<file path="src/rtl/lau_pkg.sv">
// lau_pkg: shared types for the arithmetic unit library
//   speed_e          : adder implementation choice (SLOW ripple, FAST lookahead-friendly)
//   sub_iter_state_e : control states of the digit-serial subtractor
package lau_pkg;
    typedef enum logic [0:0] {SLOW, FAST} speed_e;
    typedef enum logic [1:0] {IDLE, BUSY, DONE} sub_iter_state_e;
endpackage

</file>
<file path="src/rtl/AddCfast.sv">
// AddCfast: combinational adder slice, {CO,S} = A + B + CI
//   A, B : width-bit addends
//   CI   : carry in
//   S    : width-bit sum
//   CO   : carry out
module AddCfast
    import lau_pkg::*;
#(
    parameter int     width = 8,
    parameter speed_e speed = FAST
) (
    input  logic [width-1:0] A,
    input  logic [width-1:0] B,
    input  logic             CI,
    output logic [width-1:0] S,
    output logic             CO
);
    generate
        if (speed == FAST) begin : g_fast
            // Flat add so synthesis is free to build a lookahead structure.
            assign {CO, S} = {1'b0, A} + {1'b0, B} + {{width{1'b0}}, CI};
        end else begin : g_slow
            logic [width:0] c;
            assign c[0] = CI;
            for (genvar i = 0; i < width; i++) begin : g_bit
                assign S[i]   = A[i] ^ B[i] ^ c[i];
                assign c[i+1] = (A[i] & B[i]) | (c[i] & (A[i] ^ B[i]));
            end
            assign CO = c[width];
        end
    endgenerate
endmodule

</file>
<file path="src/rtl/sub_c_iter.sv">
// sub_c_iter: digit-serial subtractor {BO,D} = A - B - BI behind valid/ready
//   clk_i, rst_ni    : clock, async active-low reset
//   valid_i, ready_o : operand handshake (A, B, BI sampled on accept)
//   valid_o, ready_i : result handshake (D, BO, Z held until taken)
//   D                : A - B - BI mod 2^width
//   BO               : borrow out, 1 iff A < B + BI
//   Z                : D == 0
module sub_c_iter
    import lau_pkg::*;
#(
    parameter int     width = 32,
    parameter int     digit = 8,
    parameter speed_e speed = FAST
) (
    input  logic             clk_i,
    input  logic             rst_ni,
    input  logic             valid_i,
    output logic             ready_o,
    input  logic [width-1:0] A,
    input  logic [width-1:0] B,
    input  logic             BI,
    output logic             valid_o,
    input  logic             ready_i,
    output logic [width-1:0] D,
    output logic             BO,
    output logic             Z
);
    localparam int ndig = width / digit;
    localparam int cw   = ndig > 1 ? $clog2(ndig) : 1;

    generate
        if (width % digit != 0) begin : g_chk
            $fatal(1, "sub_c_iter: width must be a multiple of digit");
        end
    endgenerate

    sub_iter_state_e  state_q, state_d;
    logic [width-1:0] a_q, b_q, d_q, d_nx;
    logic [cw-1:0]    cnt_q;
    logic [digit-1:0] s;
    logic             carry_q, co, bo_q, z_q, last;

    assign last = cnt_q == cw'(ndig - 1);

    // Subtraction as A + ~B + ~BI; the inverted borrow rides in the carry register.
    AddCfast #(.width(digit), .speed(speed)) u_add (
        .A (a_q[cnt_q*digit +: digit]),
        .B (~b_q[cnt_q*digit +: digit]),
        .CI(carry_q),
        .S (s),
        .CO(co)
    );

    // Result word with the current digit merged in, so Z sees the final digit.
    always_comb begin
        d_nx = d_q;
        d_nx[cnt_q*digit +: digit] = s;
    end

    always_ff @(posedge clk_i or negedge rst_ni)
        if (!rst_ni) state_q <= IDLE;
        else state_q <= state_d;

    always_comb begin
        state_d = state_q;
        case (state_q)
            IDLE:    state_d = valid_i ? BUSY : IDLE;
            BUSY:    state_d = last ? DONE : BUSY;
            DONE:    state_d = ready_i ? IDLE : DONE;
            default: state_d = IDLE;
        endcase
    end

    always_comb begin
        ready_o = state_q == IDLE;
        valid_o = state_q == DONE;
    end

    always_ff @(posedge clk_i or negedge rst_ni)
        if (!rst_ni) begin
            a_q     <= '0;
            b_q     <= '0;
            d_q     <= '0;
            cnt_q   <= '0;
            carry_q <= 1'b0;
            bo_q    <= 1'b0;
            z_q     <= 1'b0;
        end else if (state_q == IDLE && valid_i) begin
            a_q     <= A;
            b_q     <= B;
            d_q     <= '0;
            cnt_q   <= '0;
            carry_q <= ~BI;
        end else if (state_q == BUSY) begin
            d_q     <= d_nx;
            carry_q <= co;
            cnt_q   <= cnt_q + 1'b1;
            if (last) begin
                bo_q <= ~co;
                z_q  <= d_nx == '0;
            end
        end

    assign D  = d_q;
    assign BO = bo_q;
    assign Z  = z_q;
endmodule
</file>
<file path="config.mk">
export PLATFORM = sky130hd
export DESIGN_NAME = sub_c_iter
export DESIGN_NICKNAME = d
export VERILOG_FILES = /design/src/rtl/lau_pkg.sv /design/src/rtl/AddCfast.sv /design/src/rtl/sub_c_iter.sv
export SDC_FILE = /design/constraint.sdc
export NUM_CORES = 1
export LEC_CHECK = 0
export CAP_MARGIN = 30
export CORE_ASPECT_RATIO = 0.9
export CORE_MARGIN = 1.5
export CORE_UTILIZATION = 50
export CTS_CLUSTER_SIZE = 30
export DETAILED_ROUTE_END_ITERATION = 10
export GPL_ROUTABILITY_DRIVEN = 0
export PLACE_DENSITY = 0.87
export REMOVE_ABC_BUFFERS = 1
export SLEW_MARGIN = 5
export SYNTH_ARGS = -nofsm -noshare
export SYNTH_HDL_FRONTEND = slang
export SYNTH_SLANG_ARGS = --single-unit
</file>
<file path="constraint.sdc">
create_clock -name clk_i -period 6.1 [get_ports clk_i]
set_input_delay 1.22 -clock clk_i [delete_from_list [all_inputs] [get_ports clk_i]]
set_output_delay 1.22 -clock clk_i [all_outputs]
set_load 0.1 [all_outputs]
</file>
* Word level (Yosys, flattened, before mapping)
Index checks and enable logic that the tools add are counted.
** Cells by class
- Mux-type cells :: 11
- Add/subtract/negate cells :: 4
- Reduce and logical (&&, ||, !) cells :: 5
- Bitwise gates (word level) :: 4
- Shift operators :: 4
- Eq/ne operators :: 3
** Operators by type and width (number)
- $mux 32 :: 2
- $shiftx 32x6->8 :: 2
- $neg 5->34 :: 1
- $shift 8x34->32 const A :: 1
- $shiftx 8x34->32 :: 1
- $bwmux 32 :: 1
- $logic_not 32->1 :: 1
- $add 8x8->9 :: 1
- $add 9x1->9 :: 1
- $mux 2 :: 4
- $not 8->8 :: 1
- $pmux 2 s3 :: 1
- $eq 2x2->1 const B :: 2
- $mux 1 :: 3
- $not 1->1 :: 3
- $reduce_and 3->1 :: 1
- $add 2x1->2 const B :: 1
- $eq 2x1->1 const B :: 1
- $logic_not 2->1 :: 1
- $reduce_bool 2->1 :: 1
- $logic_and 1x1->1 :: 1
** Storage, ports and cells
- Bits of input ports :: 69
- Output and inout bits :: 36
- Register bits :: 103

* Depth between registers and ports, before layout
Gate-level depths: netlist of the first run.
- Word-level depth :: 8
- Mapped depth :: 12

* By module
From an unflattened synthesis of the first run, not the netlist that was laid out.
** Second synthesis, totals
- Cell total of the unflattened synthesis :: 506
- Area, all modules :: 4982.3 µm²
** Modules (own cells, without submodules)
- sub_c_iter :: sequential area each 2577.5 µm², instances 1, area each 4650.7 µm², cells an instance 464
- AddCfast :: sequential area each 0.0 µm², instances 1, area each 331.6 µm², cells an instance 42

* Least setup slack after synthesis of the first run
Ideal clock, no wire load.
- Path type :: reg2reg
- Start point :: register cnt_q[0]
- End point :: register z_q (netlist: Z)
- Stages on the path, launching flop included :: 12
- Buffers on the path :: 2
- Data arrival time :: 4189 ps
- Path slack :: 1819 ps
- Clock period less this slack :: 4281 ps
- Required time :: 6008 ps
- Library setup time :: 92 ps
- Path through :: dfrtp_1 buf_2 buf_1 mux4_2 fa_1 inv_1 fa_1 a221o_1 or4_1 nor4_1 o2111ai_1 o31ai_2
** On the way
- Longest elaborated chain between the ends :: 7
- Elaborated cells between the ends (all ways) :: 12
- Classes of those cells :: add/sub: 3; eq/ne: 1; shift: 4; mux: 1; bitwise: 1; reduce/logical: 2
** RTL lines
- from (decl) :: RTL line sub_c_iter.sv:39 : logic [cw-1:0] cnt_q;
- from (signal assigned) :: RTL line sub_c_iter.sv:97 : cnt_q <= cnt_q + 1'b1;
- $shiftx 32x6->8 :: RTL line sub_c_iter.sv:48 : .B (~b_q[cnt_q*digit +: digit]),
- $not 8->8 :: RTL line sub_c_iter.sv:48
- $add 8x8->9 :: RTL line AddCfast.sv:21 : assign {CO, S} = {1'b0, A} + {1'b0, B} + {{width{1'b0}}, CI};
- $add 9x1->9 :: RTL line AddCfast.sv:21
- $shiftx 8x34->32 :: RTL line sub_c_iter.sv:57 : d_nx[cnt_q*digit +: digit] = s;
- $bwmux 32 :: RTL line sub_c_iter.sv:57
- $logic_not 32->1 :: RTL line sub_c_iter.sv:100 : z_q <= d_nx == '0;
- to (signal assigned) :: RTL line sub_c_iter.sv:87 : z_q <= 1'b0;
- to (signal assigned) :: RTL line sub_c_iter.sv:100
- to (decl) :: RTL line sub_c_iter.sv:41 : logic carry_q, co, bo_q, z_q, last;
Parallel ways exist; a longest one is shown, timed or not.
A chain may end at the register's enable or synchronous reset.

* Worst setup path after layout of the first run
- Start point :: register cnt_q[1]
- End point :: register z_q (netlist: Z)
The elaborated chain is that of the path after synthesis.

==> results_dict.tcl, run 1 <==
set metrics [dict create \
    fmax_mhz 248.1 \
    finalMaxSlewViolations 0 \
    avgViaCountPerCell 5.637 \
    cts_max_level 3 \
    post_cts_buffers 0 \
    crit_buf_inv 1 \
    critical_path.top_delay_family "adder cells" \
    die_height_um 98.11 \
    synth_top_family_by_area "simple AND/OR/NAND/NOR gates" \
    highest_layer "met4" \
    core_sq_um 9699 \
    cts-root-buf "clkbuf_8" \
    hpwl_um 8711 \
    clk_path_buf_depth 2 \
    slew_headroom_pct 32.68 \
    async_flop_share_pct 100.0 \
    synth-compound-area-share_pct 11.90 \
    grt_pass1_wl_um 20520 \
    yosys_warnings 0 \
    final_core_util_pct 65.67 \
    nets 705 \
    grt_start_max_net_pins 71 \
    first_global_vias 4201 \
    yosysTopAreaCellShare_pct 51.29 \
    synthFlopType "dfrtp_1" \
    drc 0 \
    firstDrtPassIters 6 \
    cpMaxStageDelayCell "dfrtp_1" \
    worst-endpoint-arrival_ns 4.31 \
    worstSkewPairLatency_ns 0.37 \
    postRouteAntennaNets 0 \
    layout_worst_path_cycle_share_pct 66.08 \
    postCtsHoldBufs 0 \
    cp-end-kind "flop" \
    synth.distinct_cells 48 \
    finalHoldViolations 0 \
    synthAdderAreaFrac_pct 4.034 \
    post_cts_resized 0 \
    start_util_pct 51.81 \
    rsz0062_at_grt "no" \
    die_area_sq_um 10660 \
    io_pins 105 \
    critPathKind "reg -> reg" \
    maxCapViolCount 0 \
    diodes 0 \
    syn-cell-area_sq_um 5025 \
    tns_ns 0 \
    cp_cell_sequence "mux4_2, fa_1, inv_1, fa_1, a221o_1, or4_1, nor4_1, o2111ai_1, o31ai_2" \
    cts_tree "yes" \
    synthXorXnorAreaFrac_pct 0.5229 \
    cp_max_fo 20 \
    cp-start-kind "flop" \
    yosysSeqAreaShare_pct 51.29 \
    num_vias 4239 \
    fin_skew_ns 0.01364 \
    wl_um 12110 \
    die_w_um 108.7 \
    worst_hold_slack_ns 0.4798 \
    grt.overflow.total 0 \
    synth_edf_count 0 \
    crit_top_cell "fa_1" \
    clkTransAtPathRegs_ns 0.10 \
    synthMuxAreaShare_pct 7.171 \
    drt_iter0_drc 348 \
    slowest_delay_ns 0.89 \
    grt_usage_pct 24.52 \
    met2_length_um 5575 \
    setup_viol 0 \
    wl_per_cell_um 16.10 \
    worst_ep_required_time_ns 6.38 \
    ys_ff_latch 103 \
    syn_avg_cell_area_sq_um 9.571 \
    outcome "finished clean" \
    num_rows 34 \
    synth_area_leaders "dfrtp_1, nand2_1, mux4_2, a22o_1, ha_1" \
    yosys.area_share.simple_pct 22.21 \
    layout-drive-gt1-share_pct 7.508 \
    postSynthCellCount 525 \
    numPortBuffers 104 \
    yosysTopAreaCell "dfrtp_1" \
    period_needed_ns 4.031 \
    wl_met1_um 5228 \
    antenna_found_initial 0 \
    routed-wl-met3_um 1004 \
    cts.sinks 103 \
    hold_path.class "reg -> reg" \
    syn2layout_area_growth_pct 26.77 \
    tightest_slew_ns 0.9962 \
    cts_buffers 9 \
]
## cells in the mapped netlist (all sizes together), types with 4 or more instances
library cell,count
a21o,4
a21oi,10
a22o,25
and2,4
buf,7
clkbuf,16
dfrtp,103
ha,13
inv,15
mux4,16
nand2,218
nor2,13
nor2b,4
nor3,6
nor4,4
o21ai,24
## cell type report
class | count | area (sq um)
Fill cell | 809 | 3329
Sequential cell | 103 | 2577
Clock inverter | 6 | 52.55
Tap cell | 126 | 157.7
Multi-Input combinational cell | 384 | 2307
Timing Repair Buffer | 108 | 1081
Clock buffer | 10 | 137.6
Inverter | 15 | 56.30
## worst reg2reg max path: stages (launching register included)
cell	delay, ns
dfrtp_1	0.89
mux4_2	0.43
fa_1	0.45
inv_1	0.09
fa_1	0.55
a221o_1	0.40
or4_1	0.50
nor4_1	0.29
o2111ai_1	0.16
o31ai_2	0.19
## cells by family after synthesis
group | count (synthesis)
AOI/OAI and AO/OA | 85
buffers and inverters | 38
adders and majority gates | 15
xor gates and xnor gates | 3
muxes | 16
DFF | 103
and+or+nand+nor | 265
## registers in the layout, summed over array words and instances, names as in the netlist
signal and flops:
state_q 2, a_q 32, Z 1, b_q 32, BO 1, cnt_q 2
D 32, carry_q 1
## metal layers
layer / GRT usage (%) / up-vias
met5: 0 / -
li1: - / 1968
met3: 5.207 / 40
met4: 7.692 / 0
met2: 37.74 / 232
met1: 34.99 / 1999
## per-stage QoR
| stage | instance area, sq um | setup WS, ns | instances |
|---|---|---|---|
| after floorplan | 4937 | 2.019 | 502 |
| after global placement | 6160 | 2.227 | 735 |
| after detailed placement | 6180 | 2.165 | 736 |
| after CTS | 6370 | 2.105 | 752 |
| after global routing | 6370 | 1.863 | 752 |
| final | 6370 | 2.069 | 752 |
## layout by cell type, fill, tap and decap left out, types with 3 or more instances in the layout
cell | synthesis | final
nand2_1 | 218 | 217
dfrtp_1 | 103 | 103
clkdlybuf4s50_1 | 0 | 103
a22o_1 | 25 | 25
o21ai_0 | 24 | 24
mux4_2 | 16 | 16
inv_1 | 15 | 15
nor2_1 | 13 | 13
ha_1 | 13 | 13
a21oi_1 | 10 | 10
clkbuf_8 | 0 | 10
nor3_1 | 6 | 6
nor2b_1 | 4 | 4
nor4_1 | 4 | 4
buf_4 | 0 | 4
a21o_1 | 3 | 3
o21a_1 | 3 | 3
o211ai_1 | 3 | 3
or4_1 | 3 | 3
## final timing paths
path | from | end | slack, ns | depth (start not counted)
worst max-delay path | cnt_q[1] | Z | 2.07 | 9
worst min-delay path | a_q[14] | a_q[14] | 0.48 | 2
worst max register to register | cnt_q[1] | Z | 2.07 | 9
worst min register to register | a_q[14] | a_q[14] | 0.48 | 2
max in group asynchronous | rst_ni | b_q[15] | 4.14 | 2
min in group asynchronous | rst_ni | D[11] | 0.85 | 1
Power of run 1 is left out: the tool's default activity adds up to more than one toggle a clock period on the data nets, which glitch-free logic cannot reach.
==> run 2, diff against run 1 <==
--- a/config.mk
+++ b/config.mk
@@ -8,11 +8,11 @@
 export CAP_MARGIN = 30
 export CORE_ASPECT_RATIO = 0.9
 export CORE_MARGIN = 1.5
-export CORE_UTILIZATION = 50
+export CORE_UTILIZATION = 46
 export CTS_CLUSTER_SIZE = 30
 export DETAILED_ROUTE_END_ITERATION = 10
 export GPL_ROUTABILITY_DRIVEN = 0
-export PLACE_DENSITY = 0.87
+export PLACE_DENSITY = 0.85
 export REMOVE_ABC_BUFFERS = 1
 export SLEW_MARGIN = 5
 export SYNTH_ARGS = -nofsm -noshare
==> constraint.sdc (replaced) <==
create_clock -name clk_i -period 3.6 [get_ports clk_i]
set_input_delay 0.72 -clock clk_i [delete_from_list [all_inputs] [get_ports clk_i]]
set_output_delay 0.72 -clock clk_i [all_outputs]
set_load 0.1 [all_outputs]
==> run 2 against run 1 <==
Effect of this change:
- cell count is 2.3% higher
- clock-buffer cell count stayed put
- via count is 1.1% higher
- non-clock buffer count is 10 higher
- highest routed layer unchanged
- die area is 8.4% higher
==> results_dict.tcl, run 2 (same netlist as run 1, synthesis figures left out) <==
set metrics [dict create \
    die_height_um 102.2 \
    nFillCells 892 \
    seq_area_sq_um 2579 \
    worst-endpoint-arrival_ns 3.71 \
    setup_viol 0 \
    layout-drive-gt1-share_pct 9.906 \
    crit_buf_inv 3 \
    postRouteAntennaNets 0 \
    final_common_cell "nand2_1" \
    clk_path_buf_depth 2 \
    cp_cell_sequence "buf_4, mux4_2, inv_1, fa_2, inv_1, fa_1, a21o_1, and4_1, or3_1, and2_2, o31a_1, o31ai_2" \
    period_needed_ns 3.450 \
    cts_tree "yes" \
    die_w_um 113.2 \
    most-common-layout-cells "nand2_1, dfrtp_1, clkdlybuf4s50_1" \
    grt.overflow.total 0 \
    post-place-ws_ns 0.08993 \
    grt_start_max_net_pins 59 \
    fmax_mhz 289.9 \
    cp-end-kind "flop" \
    antenna_found_initial 0 \
    num_rows 36 \
    numPortBuffers 104 \
    drc 0 \
    dpl.cell_count 751 \
    placed_cell_area_sq_um 6231 \
    firstDrtPassIters 5 \
    reg2reg_from "cnt_q[0]" \
    die_area_sq_um 11560 \
    syn2layout_area_growth_pct 30.30 \
    critPathKind "reg -> reg" \
    setup_ws_ns 0.1500 \
    finalMaxSlewViolations 0 \
    worst_ep_required_time_ns 3.86 \
    worstSetupStartpoint "cnt_q[0]" \
    fin_skew_ns 0.005911 \
    clkTransAtPathRegs_ns 0.07 \
    cts.sinks 103 \
    slowest_delay_ns 0.48 \
    fin_area_sq_um 6548 \
    finalHoldViolations 0 \
    maxCapViolCount 0 \
    layout_worst_path_cycle_share_pct 95.83 \
    rrSetupSlack_ns 0.15 \
    cpMaxStageDelayCell "mux4_2" \
    hold_path.class "in -> async" \
    grt_usage_pct 23.11 \
    num_vias 4287 \
    crit_top_cell "inv_1" \
    diodes 0 \
    tightest_slew_ns 0.9840 \
    hpwl_um 8964 \
    fin_cells 769 \
    worstSkewPairLatency_ns 0.35 \
    drt_iter0_drc 267 \
    start_util_pct 46.87 \
    cp_max_fo 5 \
    cts_buffers 9 \
    first_global_vias 4383 \
    outcome "finished clean" \
    cts_max_level 3 \
    wl_um 12650 \
    cp-start-kind "flop" \
    multi_input_comb_area_sq_um 2317 \
    cts-root-buf "clkbuf_16" \
    grt_pass1_wl_um 20930 \
    wl_per_cell_um 16.45 \
    slew_headroom_pct 34.20 \
    core_sq_um 10720 \
    critical_path.top_delay_family "simple AND/OR/NAND/NOR gates" \
    nets 715 \
    avgViaCountPerCell 5.575 \
    io_pins 105 \
]
## run 2: changes by cell type in the layout (fill, tap and decap cells not counted), moves of 2 or more
cell,previous run,this run
clkinvlp_4,2,0
clkdlybuf4s50_1,103,101
clkbuf_8,10,1
buf_4,4,17
clkbuf_16,0,9
## run 2: worst reg2reg max path, cell delays in order (launching register included)
cell and delay (ns):
dfrtp_2 0.40, buf_4 0.13, mux4_2 0.49, inv_1 0.09
fa_2 0.21, inv_1 0.05, fa_1 0.42, a21o_1 0.19
and4_1 0.22, or3_1 0.36, and2_2 0.26, o31a_1 0.32
o31ai_2 0.25
## run 2: worst paths after layout
kind	end	cells past startpoint
worst max register to register	Z	12
worst max-delay path	Z	12
max in group asynchronous	D[19]	2
worst min register to register	b_q[17]	2
min in group clk_i	b_q[17]	2
worst min-delay path	b_q[25]	1
## run 2: layer usage
layer	vias up	wire length (um)	GRT usage [%]
li1	1994	-	-
met1	2061	5500	30.14
met2	198	5976	38.83
met3	34	836	4.804
met4	0	337	8.462
met5	-	0	0
## run 2: area by class of cell
type	instances	area share [%]
clock buffer	10	3.650
clock inverter	6	0.7835
inverter	15	0.8599
multi-input combinational	384	35.39
sequential	103	39.38
tap	133	2.542
timing repair buffer	118	17.39
## run 2: stage by stage
step           util (%)  setup TNS [ns]  hold slack, ns
6_report          61.08               0          0.3472
5_1_grt           61.08        -0.01471          0.3868
4_1_cts           60.83               0          0.3733
3_5_place_dp      58.12               0          0.4581
3_3_place_gp      58.12               0          0.4537
2_1_floorplan         -          -7.912          0.4244
## run 2: what timing repair did
action | 4_1_cts | 5_1_grt
endpoints found under the setup margin | 0 | 1
gates resized for setup | 0 | 4
buffers inserted | 0 | 2
hold buffers | 0 | 0
Power of run 2 is left out for the same reason.
